===== src/rtl/up_mem_ctrl_pkg.sv =====
// up_mem_ctrl shared definitions: FSM state codes,
// serial command bytes and response bytes.
package up_mem_ctrl_pkg;

  localparam logic [2:0] S_IDLE   = 3'd0;
  localparam logic [2:0] S_ADDR   = 3'd1;
  localparam logic [2:0] S_DATA   = 3'd2;
  localparam logic [2:0] S_ACCESS = 3'd3;
  localparam logic [2:0] S_RESP   = 3'd4;
  localparam logic [2:0] S_TXWAIT = 3'd5;

  localparam logic [7:0] CMD_W = 8'h57;
  localparam logic [7:0] CMD_R = 8'h52;
  localparam logic [7:0] CMD_H = 8'h48;
  localparam logic [7:0] CMD_G = 8'h47;

  localparam logic [7:0] ACK = 8'h06;
  localparam logic [7:0] NAK = 8'h15;

endpackage


===== src/rtl/up_mem_ctrl_timeout.sv =====
// up_mem_ctrl inter-byte timeout counter:
// clear wins over enable, expire on the last counted cycle.
module up_mem_ctrl_timeout #(
  parameter int TO_CYCLES = 50000,
  parameter int TO_W      = 16
) (
  input  logic clk,
  input  logic nRst,
  input  logic clr_i,
  input  logic en_i,
  output logic expire_o
);

  logic [TO_W-1:0] cnt_q, cnt_d;

  // next count: restart on clear, step while enabled
  always_comb begin
    cnt_d = cnt_q;
    if (clr_i)
      cnt_d = '0;
    else if (en_i)
      cnt_d = cnt_q + 1'b1;
  end

  // count register
  always_ff @(posedge clk or negedge nRst) begin
    if (!nRst)
      cnt_q <= '0;
    else
      cnt_q <= cnt_d;
  end

  assign expire_o = en_i & !clr_i &
    (cnt_q == TO_W'(TO_CYCLES - 1));

endmodule


===== src/rtl/up_mem_ctrl.sv =====
// up_mem_ctrl: shares up memory between core and serial.
// Optional halt commands under `UP_MEM_CTRL_HALT_EN.
module up_mem_ctrl
  import up_mem_ctrl_pkg::*;
#(
  parameter int TO_CYCLES = 50000,
  parameter int TO_W      = 16
) (
  input  logic       clk,
  input  logic       nRst,
  input  logic       cpu_req,
  input  logic       cpu_we,
  input  logic [7:0] cpu_addr,
  input  logic [7:0] cpu_wdata,
  output logic       cpu_gnt,
  output logic [7:0] cpu_rdata,
  input  logic [7:0] rx_data,
  input  logic       rx_valid,
  input  logic       tx_busy,
  output logic       tx_start,
  output logic [7:0] tx_data,
  output logic [7:0] mem_addr,
  output logic [7:0] mem_wdata,
  output logic       mem_we,
  input  logic [7:0] mem_rdata,
  output logic       err
);

  logic [2:0] state_q, state_d;
  logic       is_wr_q, is_wr_d;
  logic [7:0] addr_q, addr_d;
  logic [7:0] data_q, data_d;
  logic [7:0] tx_data_q, tx_data_d;
  logic       tx_start_q, tx_start_d;
  logic       err_q, err_d;
  logic       halt;
  logic       in_arg;
  logic       to_exp;
  logic       serial_own;

`ifdef UP_MEM_CTRL_HALT_EN
  logic halt_q, halt_d;
  assign halt = halt_q;
`else
  assign halt = 1'b0;
`endif

  assign in_arg = (state_q == S_ADDR) |
                  (state_q == S_DATA);

  up_mem_ctrl_timeout #(
    .TO_CYCLES (TO_CYCLES),
    .TO_W      (TO_W)
  ) u_to (
    .clk      (clk),
    .nRst     (nRst),
    .clr_i    (!in_arg | rx_valid),
    .en_i     (in_arg),
    .expire_o (to_exp)
  );

  // command FSM next-state and datapath register updates
  always_comb begin
    state_d    = state_q;
    is_wr_d    = is_wr_q;
    addr_d     = addr_q;
    data_d     = data_q;
    tx_data_d  = tx_data_q;
    tx_start_d = 1'b0;
    err_d      = err_q;
`ifdef UP_MEM_CTRL_HALT_EN
    halt_d     = halt_q;
`endif
    unique case (state_q)
      S_IDLE: begin
        if (rx_valid) begin
          if (rx_data == CMD_W ||
              rx_data == CMD_R) begin
            is_wr_d = (rx_data == CMD_W);
            state_d = S_ADDR;
`ifdef UP_MEM_CTRL_HALT_EN
          end else if (rx_data == CMD_H) begin
            halt_d    = 1'b1;
            tx_data_d = ACK;
            state_d   = S_RESP;
          end else if (rx_data == CMD_G) begin
            halt_d    = 1'b0;
            tx_data_d = ACK;
            state_d   = S_RESP;
`endif
          end else begin
            tx_data_d = NAK;
            err_d     = 1'b1;
            state_d   = S_RESP;
          end
        end
      end
      S_ADDR: begin
        if (rx_valid) begin
          addr_d  = rx_data;
          state_d = is_wr_q ? S_DATA : S_ACCESS;
        end else if (to_exp) begin
          err_d   = 1'b1;
          state_d = S_IDLE;
        end
      end
      S_DATA: begin
        if (rx_valid) begin
          data_d  = rx_data;
          state_d = S_ACCESS;
        end else if (to_exp) begin
          err_d   = 1'b1;
          state_d = S_IDLE;
        end
      end
      S_ACCESS: begin
        tx_data_d = is_wr_q ? ACK : mem_rdata;
        state_d   = S_RESP;
      end
      S_RESP: begin
        if (!tx_busy) begin
          tx_start_d = 1'b1;
          state_d    = S_TXWAIT;
        end
      end
      S_TXWAIT: state_d = S_IDLE;
      default:  state_d = S_IDLE;
    endcase
    // a byte arriving while a command is being served is lost
    if (rx_valid && !in_arg && state_q != S_IDLE)
      err_d = 1'b1;
  end

  // state and datapath registers
  always_ff @(posedge clk or negedge nRst) begin
    if (!nRst) begin
      state_q    <= S_IDLE;
      is_wr_q    <= 1'b0;
      addr_q     <= '0;
      data_q     <= '0;
      tx_data_q  <= '0;
      tx_start_q <= 1'b0;
      err_q      <= 1'b0;
    end else begin
      state_q    <= state_d;
      is_wr_q    <= is_wr_d;
      addr_q     <= addr_d;
      data_q     <= data_d;
      tx_data_q  <= tx_data_d;
      tx_start_q <= tx_start_d;
      err_q      <= err_d;
    end
  end

`ifdef UP_MEM_CTRL_HALT_EN
  // core halt flag, survives across commands
  always_ff @(posedge clk or negedge nRst) begin
    if (!nRst)
      halt_q <= 1'b0;
    else
      halt_q <= halt_d;
  end
`endif

  // memory port mux: serial owns the port only in ACCESS
  assign serial_own = (state_q == S_ACCESS);
  assign cpu_gnt    = cpu_req & !serial_own & !halt;
  assign cpu_rdata  = mem_rdata;

  always_comb begin
    mem_addr  = cpu_addr;
    mem_wdata = cpu_wdata;
    mem_we    = cpu_req & cpu_we & cpu_gnt;
    if (serial_own) begin
      mem_addr  = addr_q;
      mem_wdata = data_q;
      mem_we    = is_wr_q;
    end
  end

  assign tx_start = tx_start_q;
  assign tx_data  = tx_data_q;
  assign err      = err_q;

endmodule


===== config.mk =====
export PLATFORM = sky130hd
export DESIGN_NAME = up_mem_ctrl
export DESIGN_NICKNAME = d
export VERILOG_FILES = /design/src/rtl/up_mem_ctrl_pkg.sv /design/src/rtl/up_mem_ctrl_timeout.sv /design/src/rtl/up_mem_ctrl.sv
export SDC_FILE = /design/constraint.sdc
export NUM_CORES = 1
export LEC_CHECK = 0
export CORE_ASPECT_RATIO = 0.7
export CORE_MARGIN = 2
export CORE_UTILIZATION = 45
export CTS_BUF_LIST = sky130_fd_sc_hd__clkbuf_16
export DETAILED_ROUTE_END_ITERATION = 10
export PLACE_DENSITY = 0.87
export REMOVE_ABC_BUFFERS = 1
export SLEW_MARGIN = 20
export SYNTH_ARGS = -nofsm -noshare
export SYNTH_HDL_FRONTEND = slang
export SYNTH_SLANG_ARGS = --single-unit
export TNS_END_PERCENT = 20

===== constraint.sdc =====
create_clock -name clk -period 4.44 [get_ports clk]
set_clock_uncertainty 0.15 [all_clocks]
set_input_delay 0.444 -clock clk [delete_from_list [all_inputs] [get_ports clk]]
set_output_delay 0.444 -clock clk [all_outputs]
set_load 0.05 [all_outputs]

==> results.cfg, run 1 <==
[sta]
fmax_mhz = 336.5
slew_headroom_pct = 49.25
setup_viol = 0
tns_ns = 0
min_period_ns = 2.972
finalHoldViolations = 0
rsz0062_at_grt = no
drv_slew = 0
period_share_pct = 66.93
worstMarginPinSlew_ns = 0.7597

[logic_synthesis]
postSynthAreaPerCell_um2 = 11.01
yosysWarnings = 0
synth.area.top_cells = dfrtp_1 (49%), mux2_2 (15%), xnor2_1 (4.8%)
yosys.cell_count.top_type = dfrtp_1
netlist_area_um2 = 2367
async_flop_share_pct = 100.0
seq_area_frac_synth_pct = 48.63
ys_ff_latch = 46
synth_top_cell_by_area = dfrtp_1
yosys.area.top_type_share_pct = 48.63
synthDistinctLibCells = 41
synth_edf_count = 0
synth_flop_cell = dfrtp_1
synth_cells = 215
synth_common_cells = dfrtp_1 (46), mux2_2 (32), nor2_1 (23)

[cells_and_area]
drive_above_1_share_pct = 16.49
diodes = 0
syn2layout_area_growth_pct = 35.89
nets = 317

[power_and_ir_drop]
p_switching_uw = 427.6
ir_drop_v = 0.0002321
p_sw_share_pct = 32.24
p_comb_share_pct = 30.2
powerDensity_nw_per_um2 = 412.3
power.internal_uw = 898.8
power.share.clock_pct = 26.6
seqPwrFrac_pct = 43.2
power_uw = 1326
p_leak_uw = 0.001262

[place]
dp_hpwl_mm = 3.772
gp_congestion = 0.8214
port_buffers = 73

[die]
coreArea_um2 = 5147
start_util_pct = 45.99
die_area_um2 = 5866
io_pins = 74
rows = 22
die_height_um = 64.68
dieWidth_um = 90.69

[global_routing]
grt_pass1_vias = 1830
grt_max_degree = 47
antenna_found_initial = 0
grtUsageTotal_pct = 18.66
grt_pass1_wl_mm = 8.569
gr-total-overflow = 0

[clock_network]
clock_latency_ns = 0.28
cts_tree = built
ctsResizeCount = 0
clk_pin_slew_ns = 0.06
cts_hold_buf = 0
root_buffer = clkbuf_16
numCtsBuffers = 5
clockBufferDepth = 2
cts_sinks = 46
h-tree-depth = 2
post_cts_buffers = 0

[worst_setup_path]
cp-end-kind = primary output
worst_ep_arrival_time_ns = 2.38
critPathKind = flip-flop to primary output
cp_max_fo = 20
start_kind = flip-flop
reg2regPathDepth = 4
r2r_slack_ns = 2.27
cp_data_required_time_ns = 3.85

[status]
status = completed

[detailed_routing]
vias = 1841
viasPerCell = 5.245
drcViolationCount = 0
drt_iter0_drc = 55
drtAntennaViolNets = 0
wl_per_cell_um = 14.85
drt_pass1_iterations = 4
routed_wl_mm = 5.213

[run]
max-cap-violations = 0

[worst_hold_path]
hold_path_class = input pin to asynchronous set/reset pin
==> registers in the layout, indices dropped and copies added, names as in the netlist <==
register	cells
tx_start	1
is_wr_q	1
data_q	8
state_q	3
tx_data	8
u_to.cnt_q	16
addr_q	8
err	1
==> area by class of cell <==
type	instances	area, um^2
multi-input combinational	147	1087
inverter	4	15.01
fill	434	1931
clock buffer	5	125.1
timing repair buffer	74	735.7
sequential	46	1151
clock inverter	3	12.51
tap	72	90.09
==> worst max-delay path, cell delays in order (launching register included) <==
cell and delay [ns]:
dfrtp_1 0.48, nand2_1 0.16, nor2_1 0.11, buf_4 0.27
mux2_2 0.37, clkdlybuf4s50_1 0.70
==> power groups by stage <==
stage          combinational [uW]  clock (uW)  sequential, uW
6_report                      401         352             574
5_1_grt                       424         383             587
4_1_cts                       404         358             574
3_5_place_dp                  402           0             580
3_3_place_gp                  391           0             576
2_1_floorplan                 206           0             607
==> cells in the final DEF, fill, tap and decap left out, types with 2 or more instances in the layout <==
cell / count
mux2_2: 32
o21ai_0: 4
dfrtp_1: 46
nor2b_1: 5
nand2_1: 11
buf_4: 2
nor3_1: 6
a21o_1: 2
clkdlybuf4s50_1: 72
nand4_1: 4
xnor2_1: 13
nand2b_1: 3
nor4_1: 5
a31o_2: 2
a21oi_1: 3
inv_1: 5
nand3_1: 5
a22o_1: 4
a22oi_1: 2
nor2_1: 23
clkbuf_16: 5
or3_1: 3
and3_1: 2
a2bb2oi_1: 2
==> through the flow <==
step                hold slack [ns]  instance area, um^2  utilization [%]  setup slack (ns)  instances
floorplan                 -0.001591                 2253                -             1.656        197
global placement             0.3216                 3077            59.77             1.838        343
detailed placement           0.3294                 3077            59.77             1.785        343
CTS                          0.2302                 3214            62.45             1.470        351
global route                0.05411                 3217            62.49             1.342        351
finish                     0.002475                 3217            62.49             1.468        351
==> final timing paths <==
kind / start / end
max in group asynchronous: nRst / addr_q[7]$_DFFE_PN0P_
max: state_q[1]$_DFFE_PN0P_ / mem_addr[4]
min in group clk: u_to.cnt_q[0]$_DFFE_PN0P_ / u_to.cnt_q[0]$_DFFE_PN0P_
min: nRst / tx_data[5]$_DFFE_PN0P_
min reg2reg: u_to.cnt_q[0]$_DFFE_PN0P_ / u_to.cnt_q[0]$_DFFE_PN0P_
max reg2reg: state_q[0]$_DFFE_PN0P_ / state_q[0]$_DFFE_PN0P_
==> kinds of logic (layout without fill, tap and decap cells) <==
kind of cell | Yosys count | after routing | share of synthesized area [%]
adder cells (fa/ha/maj) | 1 | 1 | 0.5285
AO/OA/AOI/OAI | 23 | 23 | 7.241
AND/OR/NAND/NOR | 77 | 77 | 17.76
multiplexers | 32 | 32 | 15.22
flip-flops | 46 | 46 | 48.63
buffers and inverters | 22 | 86 | 5.443
XOR/XNOR | 14 | 14 | 5.180
==> layer usage <==
layer | track usage, % | wire length [um]
met1 | 24.27 | 2461
met2 | 29.48 | 2363
met3 | 5.698 | 329
met4 | 7.308 | 58
met5 | 0 | 0
Power figures use the tool's default switching activity.
==> inputs of run 2 (changes only) <==
Clock period 4.44 ns to 2.9 ns, I/O delays scaled along.
==> run 2 against run 1 <==
Design area up 0.39%; power is 53% higher; critical endpoint is now cpu_gnt; utilization grew 0.24 points; cell count is 1.1% higher; highest routed layer unchanged.
==> results.cfg, run 2 (synthesis results as in run 1) <==
[worst_setup_path]
reg2regPathDepth = 4
critPathKind = flip-flop to primary output
start_kind = flip-flop
r2r_slack_ns = 0.96
worst_ep_arrival_time_ns = 2.16
reg2reg_from = u_to.cnt_q[5]$_DFFE_PN0P_
cp_max_fo = 9
cp_data_required_time_ns = 2.46
cp-end-kind = primary output
rr_endpoint = state_q[0]$_DFFE_PN0P_

[sta]
rsz0062_at_grt = no
fmax_mhz = 384.3
setup_ws_ns = 0.2980
period_share_pct = 89.73
worstMarginPinSlew_ns = 0.5909
slew_headroom_pct = 60.07
tns_ns = 0
drv_slew = 0
min_period_ns = 2.602
setup_viol = 0
finalHoldViolations = 0
worst_hold_slack_ns = 0.3379

[detailed_routing]
routed_wl_mm = 5.184
drcViolationCount = 0
drtAntennaViolNets = 0
drt_pass1_iterations = 4
viasPerCell = 5.158
vias = 1831
wl_per_cell_um = 14.60
drt_iter0_drc = 90

[power_and_ir_drop]
power.share.clock_pct = 25.8
power.internal_uw = 1383
p_leak_uw = 0.001335
p_comb_share_pct = 31.6
p_switching_uw = 643.2
ir_drop_v = 0.0003692
seqPwrFrac_pct = 42.6
p_sw_share_pct = 31.74
powerDensity_nw_per_um2 = 627.4

[clock_network]
numCtsBuffers = 5
h-tree-depth = 2
root_buffer = clkbuf_16
post_cts_buffers = 0
clock_latency_ns = 0.28
clk_pin_slew_ns = 0.06
cts_tree = built
clockBufferDepth = 2
cts_sinks = 46

[cells_and_area]
syn2layout_area_growth_pct = 36.42
drive_above_1_share_pct = 21.91
final_util_pct = 62.74
nets = 322
regMostFlops = u_to.cnt_q
fin_cells = 355
diodes = 0
final_cell_mix = clkdlybuf4s50_1 (55), dfrtp_1 (46), mux2_2 (32), nor2_1 (23), buf_4 (19)
mostFrequentLayoutCell = clkdlybuf4s50_1
largest_reg_flops = 16

[place]
dpl.cell_count = 347
dp_hpwl_mm = 3.786
port_buffers = 73
gp_congestion = 0.8072
place_ws_ns = 0.3658

[worst_hold_path]
min_from = u_to.cnt_q[0]$_DFFE_PN0P_
hold_path_class = flip-flop to flip-flop
hold_depth = 1
hold_end = u_to.cnt_q[0]$_DFFE_PN0P_

[die]
io_pins = 74
start_util_pct = 45.99
rows = 22
coreArea_um2 = 5147
dieWidth_um = 90.69
die_height_um = 64.68
die_area_um2 = 5866

[status]
status = completed

[global_routing]
grtUsageTotal_pct = 18.85
antenna_found_initial = 0
grt_max_degree = 47
grt_pass1_vias = 1858
gr-total-overflow = 0
grt_pass1_wl_mm = 8.604

[run]
max-cap-violations = 0
[run 2: changes by cell type in the layout (fill, tap and decap cells not counted)]
cell,before,now
buf_4,2,19
clkdlybuf4s50_1,72,55
clkinv_1,1,0
clkinv_2,1,0
dlygate4sd3_1,0,1
dlymetal6s2s_1,0,4
inv_1,5,6
[run 2: timing repair]
action | CTS | global route
endpoints found under the setup margin | 0 | 4
hold buffers | 0 | 1
endpoints found under the hold margin | 0 | 46
resized for setup | 0 | 4
[run 2: through the flow]
step,instance area [um^2],power [uW]
global placement,3074,1491
CTS,3207,2040
finish,3229,2026
detailed placement,3074,1513
global route,3229,2132
floorplan,2253,1246
[run 2: worst max-delay path: stages, from the launching register on]
cell and delay, ns:
dfrtp_1 0.50, nand2_1 0.16, or2_2 0.35, and2_1 0.17
clkdlybuf4s50_1 0.70
[run 2: how the worst max path moves through the flow]
stage                                       from      endpoint  slack, ns  cells past startpoint
final                     state_q[0]$_DFFE_PN0P_       cpu_gnt       0.30                      4
after global routing      state_q[0]$_DFFE_PN0P_       cpu_gnt       0.21                      4
after CTS                 state_q[1]$_DFFE_PN0P_   mem_addr[2]       0.05                      5
after detailed placement  state_q[0]$_DFFE_PN0P_  mem_wdata[2]       0.37                      5
after global placement    state_q[1]$_DFFE_PN0P_   mem_addr[6]       0.45                      5
after floorplan           state_q[1]$_DFFE_PN0P_        mem_we       0.27                      3
[run 2: power groups by stage]
stage	Sequential (uW)	Combinational [uW]	Clock, uW
final	863	640	523
after global routing	881	683	568
after CTS	863	643	534
after detailed placement	872	641	0
after global placement	867	624	0
after floorplan	930	316	0
[run 2: cell type report]
class,count,area (um^2)
fill,433,1918
sequential,46,1151
multi-input combinational,147,1087
timing repair buffer,79,753.2
clock buffer,5,125.1
tap,72,90.09
inverter,4,15.01
clock inverter,2,7.507
[run 2: per-layer routing]
layer | track usage (%) | routed length, um
met1 | 25.34 | 2463
met2 | 28.92 | 2295
met3 | 5.116 | 338
met4 | 8.077 | 86
met5 | 0 | 0
==> inputs of run 3 (changes only) <==
Settings changed: PLACE_DENSITY 0.87 to not set, PLACE_DENSITY_LB_ADDON set to 0.15.
==> run 3 against run 2 <==
Design area up 7.5%; critical path type unchanged; first-iteration DRC count up 26%; maximum frequency grew 1.5%; combinational power up 3.6%; sequential cell count unchanged; clock-buffer cell count unchanged; sequential power is 1% higher.
==> results.cfg, run 3 (synthesis results as in run 1) <==
[cells_and_area]
final_cell_mix = clkdlybuf4s50_1 (55), dfrtp_1 (46), mux2_2 (32), nor2_1 (23), buf_12 (17)
largest_reg_flops = 16
fillers = 402
final_util_pct = 67.43
diodes = 0
mostFrequentLayoutCell = clkdlybuf4s50_1
drive_above_1_share_pct = 23.67
syn2layout_area_growth_pct = 46.62
nets = 321
regMostFlops = u_to.cnt_q

[sta]
worstMarginPinSlew_ns = 0.5997
period_share_pct = 88.36
tns_ns = 0
finalHoldViolations = 0
setup_viol = 0
fmax_mhz = 390.2
drv_slew = 0
rsz0062_at_grt = no
min_period_ns = 2.563
slew_headroom_pct = 59.65

[detailed_routing]
routed_wl_mm = 5.155
viasPerCell = 5.065
vias = 1798
wl_per_cell_um = 14.52
drcViolationCount = 0
drtAntennaViolNets = 0
drt_pass1_iterations = 4
drt_iter0_drc = 113

[power_and_ir_drop]
power_uw = 2250
ir_drop_v = 0.0005375
p_leak_uw = 0.001393
powerDensity_nw_per_um2 = 648.2

[worst_setup_path]
start_kind = flip-flop
critPathMaxStageDelay_ns = 0.70
path_buf_inv = 1
critPathTopFamily = buffers and inverters
cp-end-kind = primary output
cp_cell_sequence = nand2_1 -> or2_2 -> and2_1 -> clkdlybuf4s50_1
crit_slowest_cell = clkdlybuf4s50_1
worst_ep_arrival_time_ns = 2.12
critPathKind = flip-flop to primary output
cp_data_required_time_ns = 2.46
cp_max_fo = 9

[die]
start_util_pct = 45.99
dieWidth_um = 90.69
io_pins = 74
coreArea_um2 = 5147
die_height_um = 64.68
rows = 22
die_area_um2 = 5866

[clock_network]
root_buffer = clkbuf_16
h-tree-depth = 2
clock_latency_ns = 0.28
numCtsBuffers = 5
cts_sinks = 46
cts_tree = built
post_cts_buffers = 0
clockBufferDepth = 2
cts_hold_buf = 0
ctsResizeCount = 0
clk_pin_slew_ns = 0.06

[run]
max-cap-violations = 0

[global_routing]
grt_pass1_vias = 1794
antenna_found_initial = 0
grt_max_degree = 47
grt_pass1_wl_mm = 8.776
gr-total-overflow = 0
grtUsageTotal_pct = 18.85

[place]
port_buffers = 73
dp_hpwl_mm = 3.830
gp_congestion = 0.7970

[status]
status = completed

[worst_hold_path]
hold_path_class = flip-flop to flip-flop
==> run 3: cell types whose count changed in the layout (fill, tap and decap cells not counted) <==
cell / change
inv_1: -2
clkinv_1: +1
bufinv_16: +2
dlymetal6s2s_1: -4
buf_4: -14
buf_12: +17
==> run 3: area by class of cell <==
| type | instances | area, um^2 | share of cell area (%) |
|---|---|---|---|
| clock buffer | 5 | 125.1 | 3.605 |
| tap | 72 | 90.09 | 2.596 |
| sequential | 46 | 1151 | 33.16 |
| inverter | 4 | 15.01 | 0.4326 |
| clock inverter | 3 | 63.81 | 1.838 |
| timing repair buffer | 78 | 938.4 | 27.04 |
| multi-input combinational | 147 | 1087 | 31.33 |
==> run 3: metal layers <==
metal | routed length [um] | global-route usage (%) | vias up
met1 | 2753 | 28.21 | 846
met5 | 0 | 0 | -
met2 | 2074 | 26.96 | 61
met4 | 52 | 5.192 | 0
li1 | - | - | 887
met3 | 274 | 4.884 | 4
==> run 3: through the flow <==
stage	cell area, um^2	hold WS [ns]	setup WS (ns)	std cells
final	3471	0.3408	0.3375	355
after global routing	3471	0.3600	0.2256	355
after CTS	3458	0.06691	0.3298	354
after detailed placement	3269	0.3245	0.6239	346
after global placement	3269	0.3270	0.6441	346
after floorplan	2253	-0.1556	0.2697	197
==> run 3: final timing paths <==
| check | startpoint | to | slack [ns] | depth (start not counted) |
|---|---|---|---|---|
| max | state_q[0]$_DFFE_PN0P_ | cpu_gnt | 0.34 | 4 |
| min | tx_data[1]$_DFFE_PN0P_ | tx_data[1]$_DFFE_PN0P_ | 0.34 | 1 |
| max reg2reg | u_to.cnt_q[4]$_DFFE_PN0P_ | state_q[0]$_DFFE_PN0P_ | 0.94 | 4 |
| min reg2reg | tx_data[1]$_DFFE_PN0P_ | tx_data[1]$_DFFE_PN0P_ | 0.34 | 1 |
| max in group asynchronous | nRst | addr_q[5]$_DFFE_PN0P_ | 1.81 | 2 |
| min in group asynchronous | nRst | u_to.cnt_q[2]$_DFFE_PN0P_ | 0.39 | 2 |
==> run 3: power breakdown <==
group	switching, uW	internal (uW)
logic	330	333
clock network	223	490
registers	97.4	777
total	650	1600
